$ cat src/rtl/mvm_par_pkg.sv
// Shared state type, accumulator sizing and pipeline depth for the parallel MVM engine.
// Build option: MVM_PIPE_MULT_EN adds a second multiplier register stage.
package mvm_par_pkg;

    typedef enum logic [2:0] {
        StLoadA,
        StLoadX,
        StCompute,
        StDrain,
        StOutput
    } mvm_state_t;

`ifdef MVM_PIPE_MULT_EN
    localparam int unsigned PIPE_DEPTH = 4;
`else
    localparam int unsigned PIPE_DEPTH = 3;
`endif

    function automatic int unsigned acc_width(input int unsigned b, input int unsigned k);
        return 2 * b + $clog2(k);
    endfunction

endpackage

$ cat src/rtl/mvm_par_lane.sv
// One MAC lane: private A bank, broadcast X copy, multiply pipeline and accumulator.
// Build option: MVM_PIPE_MULT_EN inserts an extra product register stage.
module mvm_par_lane
    import mvm_par_pkg::*;
#(
    parameter int unsigned K     = 8,
    parameter int unsigned P     = 2,
    parameter int unsigned B     = 8,
    parameter int unsigned ACC_W = 2 * B + $clog2(K),
    parameter int unsigned AW    = $clog2(K * K / P),
    parameter int unsigned KW    = $clog2(K),
    parameter int unsigned GW    = 1
) (
    input  logic                    clk,
    input  logic                    reset,
    input  logic                    a_we_i,
    input  logic [AW-1:0]           a_waddr_i,
    input  logic                    x_we_i,
    input  logic [KW-1:0]           x_waddr_i,
    input  logic signed [B-1:0]     wdata_i,
    input  logic                    rd_en_i,
    input  logic [AW-1:0]           rd_addr_i,
    input  logic [KW-1:0]           rd_col_i,
    input  logic                    rd_first_i,
    input  logic                    rd_last_i,
    input  logic [GW-1:0]           rd_grp_i,
    output logic                    wb_valid_o,
    output logic [GW-1:0]           wb_grp_o,
    output logic signed [ACC_W-1:0] wb_acc_o
);

    logic signed [B-1:0] a_mem [K*K/P];
    logic signed [B-1:0] x_mem [K];

    logic                  v1_q, first1_q, last1_q;
    logic [GW-1:0]         grp1_q;
    logic signed [B-1:0]   a_rd_q, x_rd_q;
    logic                  v2_q, first2_q, last2_q;
    logic [GW-1:0]         grp2_q;
    logic signed [2*B-1:0] prod_q;

    logic                  pv, pfirst, plast;
    logic [GW-1:0]         pgrp;
    logic signed [2*B-1:0] pprod;

    logic signed [ACC_W-1:0] prod_ext, acc_q, acc_d;

    always_ff @(posedge clk) begin
        if (a_we_i) a_mem[a_waddr_i] <= wdata_i;
        if (x_we_i) x_mem[x_waddr_i] <= wdata_i;
        a_rd_q   <= a_mem[rd_addr_i];
        x_rd_q   <= x_mem[rd_col_i];
        first1_q <= rd_first_i;
        last1_q  <= rd_last_i;
        grp1_q   <= rd_grp_i;
        prod_q   <= (2 * B)'(a_rd_q) * (2 * B)'(x_rd_q);
        first2_q <= first1_q;
        last2_q  <= last1_q;
        grp2_q   <= grp1_q;
    end

    always_ff @(posedge clk) begin
        if (reset) begin
            v1_q <= 1'b0;
            v2_q <= 1'b0;
        end else begin
            v1_q <= rd_en_i;
            v2_q <= v1_q;
        end
    end

`ifdef MVM_PIPE_MULT_EN
    logic                  v3_q, first3_q, last3_q;
    logic [GW-1:0]         grp3_q;
    logic signed [2*B-1:0] prod2_q;

    always_ff @(posedge clk) begin
        prod2_q  <= prod_q;
        first3_q <= first2_q;
        last3_q  <= last2_q;
        grp3_q   <= grp2_q;
    end

    always_ff @(posedge clk) begin
        if (reset) v3_q <= 1'b0;
        else       v3_q <= v2_q;
    end

    assign pv     = v3_q;
    assign pfirst = first3_q;
    assign plast  = last3_q;
    assign pgrp   = grp3_q;
    assign pprod  = prod2_q;
`else
    assign pv     = v2_q;
    assign pfirst = first2_q;
    assign plast  = last2_q;
    assign pgrp   = grp2_q;
    assign pprod  = prod_q;
`endif

    assign prod_ext = {{(ACC_W - 2 * B){pprod[2*B-1]}}, pprod};

    // Column 0 loads the product directly so row groups run back-to-back.
    always_comb begin
        acc_d = acc_q;
        if (pv) acc_d = pfirst ? prod_ext : acc_q + prod_ext;
    end

    always_ff @(posedge clk) begin
        if (reset) acc_q <= '0;
        else       acc_q <= acc_d;
    end

    assign wb_valid_o = pv && plast;
    assign wb_grp_o   = pgrp;
    assign wb_acc_o   = acc_d;

endmodule

$ cat src/rtl/mvm_par_engine.sv
// Parallel matrix-vector engine: load FSM, P MAC lanes, Y register file and result stream.
// Build option: MVM_PIPE_MULT_EN lengthens the lane pipeline and drain by one cycle.
module mvm_par_engine
    import mvm_par_pkg::*;
#(
    parameter int unsigned K      = 8,
    parameter int unsigned P      = 2,
    parameter int unsigned B      = 8,
    localparam int unsigned ACC_W = acc_width(B, K),
    localparam int unsigned KW    = $clog2(K)
) (
    input  logic                    clk,
    input  logic                    reset,
    input  logic                    in_valid_i,
    output logic                    in_ready_o,
    input  logic signed [B-1:0]     in_data_i,
    input  logic                    mat_keep_i,
    output logic                    out_valid_o,
    input  logic                    out_ready_i,
    output logic signed [ACC_W-1:0] out_data_o,
    output logic [KW-1:0]           out_index_o,
    output logic                    busy_o,
    output logic                    done_o
);

    localparam int unsigned N  = K * K / P;
    localparam int unsigned G  = K / P;
    localparam int unsigned AW = $clog2(N);
    localparam int unsigned GW = (G > 1) ? $clog2(G) : 1;
    localparam int unsigned LW = (P > 1) ? $clog2(P) : 1;

    if (K < 2 || (K % P) != 0) begin : g_bad_cfg
        $error("mvm_par_engine: K must be >= 2 and a multiple of P");
    end

    mvm_state_t    state_q, state_d;
    logic [KW-1:0] a_col_q, a_col_d, x_cnt_q, x_cnt_d, c_col_q, c_col_d, o_idx_q, o_idx_d;
    logic [LW-1:0] a_lane_q, a_lane_d;
    logic [AW-1:0] a_base_q, a_base_d, c_addr_q, c_addr_d;
    logic [GW-1:0] c_grp_q, c_grp_d;
    logic [2:0]    drain_q, drain_d;
    logic          done_q, done_d;
    logic          in_hs, out_hs;

    logic signed [ACC_W-1:0] y_q [K];
    logic signed [ACC_W-1:0] lane_acc [P];
    logic [GW-1:0]           lane_grp [P];
    logic                    lane_wb [P];
    logic [KW-1:0]           wb_row [P];

    assign in_ready_o  = (state_q == StLoadA) || (state_q == StLoadX);
    assign out_valid_o = (state_q == StOutput);
    assign busy_o      = (state_q == StCompute) || (state_q == StDrain) || (state_q == StOutput);
    assign out_data_o  = out_valid_o ? y_q[o_idx_q] : '0;
    assign out_index_o = o_idx_q;
    assign done_o      = done_q;
    assign in_hs       = in_valid_i && in_ready_o;
    assign out_hs      = out_valid_o && out_ready_i;

    always_comb begin
        state_d  = state_q;
        a_col_d  = a_col_q;
        a_lane_d = a_lane_q;
        a_base_d = a_base_q;
        x_cnt_d  = x_cnt_q;
        c_addr_d = c_addr_q;
        c_col_d  = c_col_q;
        c_grp_d  = c_grp_q;
        drain_d  = drain_q;
        o_idx_d  = o_idx_q;
        done_d   = 1'b0;
        unique case (state_q)
            StLoadA: if (in_hs) begin
                if (a_col_q == KW'(K - 1)) begin
                    a_col_d = '0;
                    if (a_lane_q == LW'(P - 1)) begin
                        a_lane_d = '0;
                        if (a_base_q == AW'(N - K)) begin
                            a_base_d = '0;
                            state_d  = StLoadX;
                        end else begin
                            a_base_d = a_base_q + AW'(K);
                        end
                    end else begin
                        a_lane_d = a_lane_q + LW'(1);
                    end
                end else begin
                    a_col_d = a_col_q + KW'(1);
                end
            end
            StLoadX: if (in_hs) begin
                if (x_cnt_q == KW'(K - 1)) begin
                    x_cnt_d = '0;
                    state_d = StCompute;
                end else begin
                    x_cnt_d = x_cnt_q + KW'(1);
                end
            end
            StCompute: begin
                c_addr_d = c_addr_q + AW'(1);
                if (c_col_q == KW'(K - 1)) begin
                    c_col_d = '0;
                    c_grp_d = c_grp_q + GW'(1);
                end else begin
                    c_col_d = c_col_q + KW'(1);
                end
                if (c_addr_q == AW'(N - 1)) begin
                    c_addr_d = '0;
                    c_col_d  = '0;
                    c_grp_d  = '0;
                    state_d  = StDrain;
                end
            end
            StDrain: begin
                if (drain_q == 3'(PIPE_DEPTH - 1)) begin
                    drain_d = '0;
                    state_d = StOutput;
                end else begin
                    drain_d = drain_q + 3'd1;
                end
            end
            StOutput: if (out_hs) begin
                if (o_idx_q == KW'(K - 1)) begin
                    o_idx_d = '0;
                    done_d  = 1'b1;
                    state_d = mat_keep_i ? StLoadX : StLoadA;
                end else begin
                    o_idx_d = o_idx_q + KW'(1);
                end
            end
            default: state_d = StLoadA;
        endcase
    end

    always_ff @(posedge clk) begin
        if (reset) begin
            state_q  <= StLoadA;
            a_col_q  <= '0;
            a_lane_q <= '0;
            a_base_q <= '0;
            x_cnt_q  <= '0;
            c_addr_q <= '0;
            c_col_q  <= '0;
            c_grp_q  <= '0;
            drain_q  <= '0;
            o_idx_q  <= '0;
            done_q   <= 1'b0;
        end else begin
            state_q  <= state_d;
            a_col_q  <= a_col_d;
            a_lane_q <= a_lane_d;
            a_base_q <= a_base_d;
            x_cnt_q  <= x_cnt_d;
            c_addr_q <= c_addr_d;
            c_col_q  <= c_col_d;
            c_grp_q  <= c_grp_d;
            drain_q  <= drain_d;
            o_idx_q  <= o_idx_d;
            done_q   <= done_d;
        end
    end

    for (genvar l = 0; l < P; l++) begin : g_lane
        mvm_par_lane #(
            .K     (K),
            .P     (P),
            .B     (B),
            .ACC_W (ACC_W),
            .AW    (AW),
            .KW    (KW),
            .GW    (GW)
        ) u_lane (
            .clk        (clk),
            .reset      (reset),
            .a_we_i     ((state_q == StLoadA) && in_hs && (a_lane_q == LW'(l))),
            .a_waddr_i  (a_base_q + AW'(a_col_q)),
            .x_we_i     ((state_q == StLoadX) && in_hs),
            .x_waddr_i  (x_cnt_q),
            .wdata_i    (in_data_i),
            .rd_en_i    (state_q == StCompute),
            .rd_addr_i  (c_addr_q),
            .rd_col_i   (c_col_q),
            .rd_first_i (c_col_q == '0),
            .rd_last_i  (c_col_q == KW'(K - 1)),
            .rd_grp_i   (c_grp_q),
            .wb_valid_o (lane_wb[l]),
            .wb_grp_o   (lane_grp[l]),
            .wb_acc_o   (lane_acc[l])
        );
        // Lane l owns rows l, l+P, ...; group g maps to row g*P+l.
        assign wb_row[l] = KW'(int'(lane_grp[l]) * int'(P) + l);
    end

    always_ff @(posedge clk) begin
        for (int l = 0; l < P; l++) begin
            if (lane_wb[l]) y_q[wb_row[l]] <= lane_acc[l];
        end
    end

endmodule

$ cat config.mk
export PLATFORM = sky130hd
export DESIGN_NAME = mvm_par_engine
export DESIGN_NICKNAME = d
export VERILOG_FILES = /design/src/rtl/mvm_par_pkg.sv /design/src/rtl/mvm_par_lane.sv /design/src/rtl/mvm_par_engine.sv
export SDC_FILE = /design/constraint.sdc
export NUM_CORES = 1
export LEC_CHECK = 0
export ABC_CLOCK_PERIOD_IN_PS = 14000
export BUFFER_PORTS_ARGS = -buffer_cell sky130_fd_sc_hd__buf_2
export CAP_MARGIN = 25
export CORE_MARGIN = 2
export CORE_UTILIZATION = 55
export DETAILED_ROUTE_END_ITERATION = 10
export PLACE_DENSITY_LB_ADDON = 0.3
export SLEW_MARGIN = 20
export SYNTH_ARGS = -nofsm -noshare
export SYNTH_HDL_FRONTEND = slang
export SYNTH_SLANG_ARGS = --single-unit
$ cat constraint.sdc
create_clock -name clk -period 14 [get_ports clk]
set_clock_uncertainty 0.2 [all_clocks]
set_input_delay 0 -clock clk [delete_from_list [all_inputs] [get_ports clk]]
set_output_delay 0 -clock clk [all_outputs]
set_load 0.05 [all_outputs]
==> metrics.txt, run 1 <==
actual slew at the worst max-slew pin around 1.1 ns; max-cap viol count 0; Die ar. approximately 0.073 mm2; total number of vias slightly above 20000; routed len/inst around 23 um; ys async rst share 0; Root Buffer clkbuf_16; worst setup path category flip-flop to flip-flop; worst-case hold slack about 0.066 ns; antenna violations before repair 2; HPWL after detailed placement slightly above 50 mm; Core Util, Final 0.6170; main flop type after synthesis edfxtp_1; # DRC 0; Buffers on Ports 38; Clock Sinks 864; Worst Hold Path Cells 4; R2R Setup Slk roughly 9 ns; fin. max-slew vios 0; DR vias/cell a little under 6; All-Layer GR Usage 0.2233; Clock Latency Late Sink approximately 0.64 ns; FMAX about 190 MHz; clk buf depth 3; Power Density between 100 and 150 mW/mm2; Seq cells post-synth 864; share of cells above drive strength 1 0.1745; H-Tree Level Count 3; count of cell types in the netlist 68; TNS Setup 0 ns; worst reg2reg path endpoint g_lane[1].u_lane.pprod[14]; total grt overflow 0; worst vdd ir 169.2 uV; Starting Density 0.5580; mapped cell area slightly below 0.04 mm2; final setup fails 0; vias in the first global route 21510; IO Pins 39; Clock Pin Slew Worst Setup and Hold Paths approximately 0.060 ns; area grow syn2layout 10.58%; minimum clock period 5.133 ns; number of synthesized flops with an enable pin about 730; row count 97; Mapped Nets between 2000 and 3000; worst r2r path cells 17; Hold Vio Cnt, Final 0; drt total wl approximately 80 mm; Worst Path Required between 10 and 15 ns; Leak 14.92 nW; GP Congestion about 0.84; global-route wire length before repair 126.0 mm; CP max FO 16; Synthesis Warnings 0; Seq/Total Area, Yosys 0.6270; syn avg cell area 16.06 um2; CP startpoint kind flip-flop; n_diodes 0; HP Class primary input to flip-flop; fin crit share 0.3666; pin count of the biggest net entering global routing approximately 130; NumNets Final 2745; chip height approximately 270 um; initial DRC count between 1500 and 2000; status finished clean; setup bufs post-CTS 0; Hold Path End out_index_o[2]; Max-Slew Margin vs Limit 0.2494; Pwr Total between 6 and 7 mW; RSZ-0062 raised after global routing false; R2R Path Start g_lane[0].u_lane.x_rd_q[2]; core area approximately 0.07 mm2; CTS Buf Count around 90; crit end category flip-flop; Die X 271.0 um; Routed Antenna Nets 0; CTS tree done; drt pass-1 iters 5; Arrival @ worst endpoint between 5 and 6 ns; HP Start out_ready_i; Post-Syn Instances roughly 2400
## registers in the layout (all words and copies together), names as in the netlist, 3 cells and up, named ones only
signal	count
g_lane.u_lane.x_rd_q	8
state_q	3
g_lane.u_lane.pprod	32
y_q	152
a_col_q	3
c_col_q	3
g_lane.u_lane.x_mem	64
g_lane.u_lane.acc_q	38
c_addr_q	5
out_index_o	3
x_cnt_q	3
drain_q	3
g_lane.u_lane.a_rd_q	16
g_lane.u_lane.a_mem	512
## worst max-delay path by stage
stage	end	start	slack, ns
2_1_floorplan	g_lane[1].u_lane.pprod[14]	g_lane[0].u_lane.x_rd_q[2]	9.29
3_3_place_gp	g_lane[1].u_lane.pprod[14]	g_lane[0].u_lane.x_rd_q[2]	8.97
3_5_place_dp	g_lane[1].u_lane.pprod[14]	g_lane[0].u_lane.x_rd_q[2]	8.88
4_1_cts	g_lane[1].u_lane.pprod[14]	g_lane[0].u_lane.x_rd_q[2]	8.85
5_1_grt	g_lane[1].u_lane.pprod[14]	g_lane[0].u_lane.x_rd_q[2]	8.47
6_report	g_lane[1].u_lane.pprod[14]	g_lane[0].u_lane.x_rd_q[2]	8.87
## critical path, cell delays in order (launching register included)
cell and delay [ns]:
dfxtp_1 0.64, nand2_1 0.15, fa_1 0.44, inv_1 0.09, fa_1 0.41, inv_1 0.09, fa_1 0.40, fa_1 0.49
inv_1 0.04, ha_1 0.30, nor2b_1 0.14, o21ai_0 0.23, a21boi_0 0.16, o21ai_0 0.17, nand2b_1 0.11, a31oi_1 0.28
or4b_2 0.61, nand4_1 0.11
## timing repair
| item | CTS | global route |
|---|---|---|
| hold buffers | 13 | 0 |
| endpoints found under the hold margin | 645 | 0 |
| gates resized for setup | 0 | 0 |
## where the power goes
part / leakage (nW) / internal, mW / total (mW) / switching (mW)
clock: 1.32 / 1.24 / 2.20 / 0.961
sequential: 7.59 / 2.85 / 2.90 / 0.0528
combinational: 6.01 / 0.476 / 1.07 / 0.595
## metrics by stage
stage / setup WS, ns / cell area [um2] / cells
3_3_place_gp: 8.974 / 40430 / 3343
2_1_floorplan: 9.286 / 39210 / 2441
4_1_cts: 8.852 / 43330 / 3517
5_1_grt: 8.469 / 43360 / 3519
3_5_place_dp: 8.881 / 40460 / 3345
6_report: 8.867 / 43360 / 3519
## layer usage
layer | GRT usage | vias to the layer above | part of all wire | routed length, um
met4 | 0.07284 | 4 | 0.031 | 2462
li1 | - | 9289 | - | -
met2 | 0.3863 | 643 | 0.51 | 41040
met1 | 0.2927 | 10680 | 0.41 | 32500
met5 | 0 | - | 0.00030 | 24
met3 | 0.03222 | 144 | 0.052 | 4160
## cells in the final DEF, fill, tap and decap left out, types with 6 or more instances in the layout
cell / n
clkinv_2: 11
dfxtp_1: 131
buf_2: 40
o21ai_0: 51
buf_4: 27
o211ai_1: 7
nor3_1: 24
a22oi_1: 9
clkbuf_16: 89
xor2_1: 23
and2_1: 87
xnor2_1: 32
a21o_1: 21
clkbuf_1: 24
dlygate4sd3_1: 13
nand3_1: 20
nand2_1: 84
a31oi_1: 15
mux4_2: 214
inv_1: 189
mux2_2: 26
nor2_1: 166
o21a_1: 6
clkinv_1: 16
mux2i_1: 30
a221o_1: 6
ha_1: 110
nor3b_1: 6
nand3b_1: 7
nor2b_1: 56
nand2b_1: 16
a211oi_1: 14
fa_1: 112
edfxtp_1: 728
a21oi_1: 71
## cells in the mapped netlist (15+ instances only)
cell | count | share of area
o21ai_0 | 51 | 0.0065
ha_1 | 110 | 0.035
a21o_1 | 21 | 0.0040
mux2_2 | 26 | 0.0075
dfxtp_1 | 136 | 0.069
nor3_1 | 26 | 0.0033
and2_1 | 87 | 0.014
nor2_1 | 168 | 0.016
a21oi_1 | 71 | 0.0091
mux4_2 | 214 | 0.12
buf_1 | 17 | 0.0016
nand2b_1 | 16 | 0.0026
edfxtp_1 | 728 | 0.56
nor2b_1 | 56 | 0.0089
xnor2_1 | 32 | 0.0071
nand3_1 | 20 | 0.0026
inv_1 | 189 | 0.018
xor2_1 | 23 | 0.0051
clkbuf_1 | 75 | 0.0072
mux2i_1 | 30 | 0.0077
a31oi_1 | 15 | 0.0024
fa_1 | 112 | 0.057
nand2_1 | 84 | 0.0080
## kinds of logic after synthesis
kind of cell	share of synthesized area
adder cells (fa/ha/maj)	0.09228
buffers and inverters	0.02853
XOR/XNOR	0.01228
AO/OA/AOI/OAI	0.03788
multiplexers	0.1380
AND/OR/NAND/NOR	0.06404
flip-flops	0.6270
## final cells by class
class | count | area, um2
clock buffer | 118 | 2386
fill | 4966 | 26910
sequential | 864 | 24590
timing repair buffer | 83 | 608.1
tap | 940 | 1176
multi-input combinational | 1283 | 13530
inverter | 190 | 713.2
clock inverter | 41 | 346.6
Note: power is estimated with default switching activity, not from simulation.
==> inputs of run 2 (changes only) <==
ABC_CLOCK_PERIOD_IN_PS = 4450   (was 14000)
clock period = 4.45 ns   (was 14 ns; I/O delays follow)
==> run 2 against run 1 <==
  * Sequential cell count is the same
  * Global-route usage grew 0.59 points
  * The run now ends with setup timing left
  * Cell count grew 2.2%
  * Fmax grew 15%
  * Critical endpoint unchanged
  * Largest cell class unchanged
==> metrics.txt, run 2 (synthesized netlist as in run 1, its figures left out) <==
Worst Path Required around 4.8 ns; max reg flops approximately 510; minimum clock period ~4.5 ns; row count 97; drt pass-1 iters 5; GP Congestion 0.8397; chip height 271.0 um; initial DRC count 2035; drt total wl between 80 and 90 mm; # DRC 0; CP max FO 6; Arrival @ worst endpoint about 4.8 ns; core area roughly 0.07 mm2; worst reg2reg path endpoint g_lane[1].u_lane.pprod[14]; final setup fails 1; crit path cell chain buf_12, and2_4, fa_1, inv_2, fa_1, inv_2, fa_1, inv_1, fa_1, inv_2, ha_4, o21ai_4, a21boi_4, o21ai_2, nand2b_1, a31oi_2, or4bb_1, nand4_1; CTS tree done; most frequent cells in the layout edfxtp_1, mux4_2, inv_1; actual slew at the worst max-slew pin a little under 1 ns; Power Density around 460 mW/mm2; largest stage delay on the critical path 0.55 ns; Starting Density 0.5580; NumNets Final ~2800; antenna violations before repair 3; Hold Vio Cnt, Final 0; All-Layer GR Usage 0.2292; pin count of the biggest net entering global routing 100; routed len/inst 22.87 um; Root Buffer clkbuf_16; total grt overflow 0; global-route wire length before repair about 130 mm; IO Pins 39; share of cells above drive strength 1 0.2305; Routed Antenna Nets 0; Core Util, Final 0.6322; Clock Sinks ~860; final cell area excluding filler cells approximately 0.044 mm2; clk buf depth 3; Pwr Total ~20 mW; Most common cell on crit path fa_1; Clock Latency Late Sink 0.66 ns; HP Class primary input to flip-flop; area grow syn2layout 13.29%; vias in the first global route ~22000; failing checks setup timing; Setup crit start g_lane[0].u_lane.x_rd_q[3]; R2R Setup Slk -0.003 ns; slowest stage cell on the critical path fa_1; worst setup path category flip-flop to flip-flop; Biggest register g_lane.u_lane.a_mem; crit path capture g_lane[1].u_lane.pprod[14]; H-Tree Level Count 3; total number of vias 21110; crit end category flip-flop; Leak about 15 nW; Clock Pin Slew Worst Setup and Hold Paths ~0.06 ns; worst-case hold slack ~0.043 ns; CTS Buf Count 85; worst vdd ir roughly 540 uV; DR vias/cell between 5 and 6; Buffers on Ports 38; HPWL after detailed placement around 53 mm; fin crit share 1.001; worst setup slack after layout -0.003346 ns; Placed Area 0.04107 mm2; max-cap viol count 0; RSZ-0062 raised after global routing true; CP startpoint kind flip-flop; status finished, violations left; commonest non-fill, non-tap cell in the layout edfxtp_1; worst r2r path cells 18; Die ar. 0.07345 mm2; R2R Path Start g_lane[0].u_lane.x_rd_q[3]; Die X 271.0 um; FMAX between 200 and 250 MHz; fin. max-slew vios 0; Max-Slew Margin vs Limit 0.3521
[run 2: changes by cell type in the layout (fill, tap and decap cells not counted), moves of 11 or more]
cell,change
buf_4,+65
inv_1,-16
inv_2,+16
dfxtp_1,-11
[run 2: layout make-up]
cell class	instances	area, um2
multi-input combinational	1283	13830
timing repair buffer	164	1324
sequential	864	24630
inverter	190	713.2
fill	4830	25850
clock buffer	114	2286
antenna	2	5.005
tap	940	1176
clock inverter	40	456.7
[run 2: routing by layer]
layer | vias up | routed length (um) | track usage
li1 | 9433 | - | -
met1 | 10810 | 33550 | 0.3139
met3 | 149 | 5211 | 0.03408
met4 | 2 | 2310 | 0.06950
met2 | 715 | 41190 | 0.3835
met5 | - | 12 | 0
[run 2: worst max-delay path: cells and delay by family, from the launching register on]
family                   cells  cell delay (ns)
AO/OA/AOI/OAI                4             0.39
adder cells (fa/ha/maj)      5             2.29
buffers and inverters        5             0.31
flip-flops                   1             0.36
AND/OR/NAND/NOR              4             0.84
[run 2: what timing repair did]
item,CTS,global route
endpoints found under the setup margin,7,9
pin swaps,13,54
gates resized for setup,26,78
setup buffers,13,7
hold endpoints to repair,624,0
hold buffers,12,0
gates cloned,0,1
[run 2: how the worst min path moves through the flow]
stage | from | end | depth (start not counted)
3_3_place_gp | out_ready_i | flip-flop | 3
3_5_place_dp | g_lane[1].u_lane.first1_q | g_lane[1].u_lane.first2_q | 0
6_report | out_ready_i | flip-flop | 4
5_1_grt | out_ready_i | flip-flop | 4
2_1_floorplan | in_data_i[0] | g_lane[0].u_lane.a_mem[0][0] | 0
4_1_cts | out_ready_i | out_index_o[2] | 4
[run 2: report_power, final]
part / internal, mW / switching, mW
combinational: 2.02 / 2.15
sequential: 8.96 / 0.143
clock: 3.95 / 3.06
[run 2: per-stage QoR]
stage	setup TNS, ns	cells	worst slack, ns
after global routing	-0.5203	3595	-0.1493
final	-0.003346	3597	-0.003346
after detailed placement	-0.7434	3407	-0.2164
after floorplan	-0.2551	2441	-0.003356
after global placement	-0.1972	3405	-0.1252
after CTS	-0.1047	3586	-0.1047
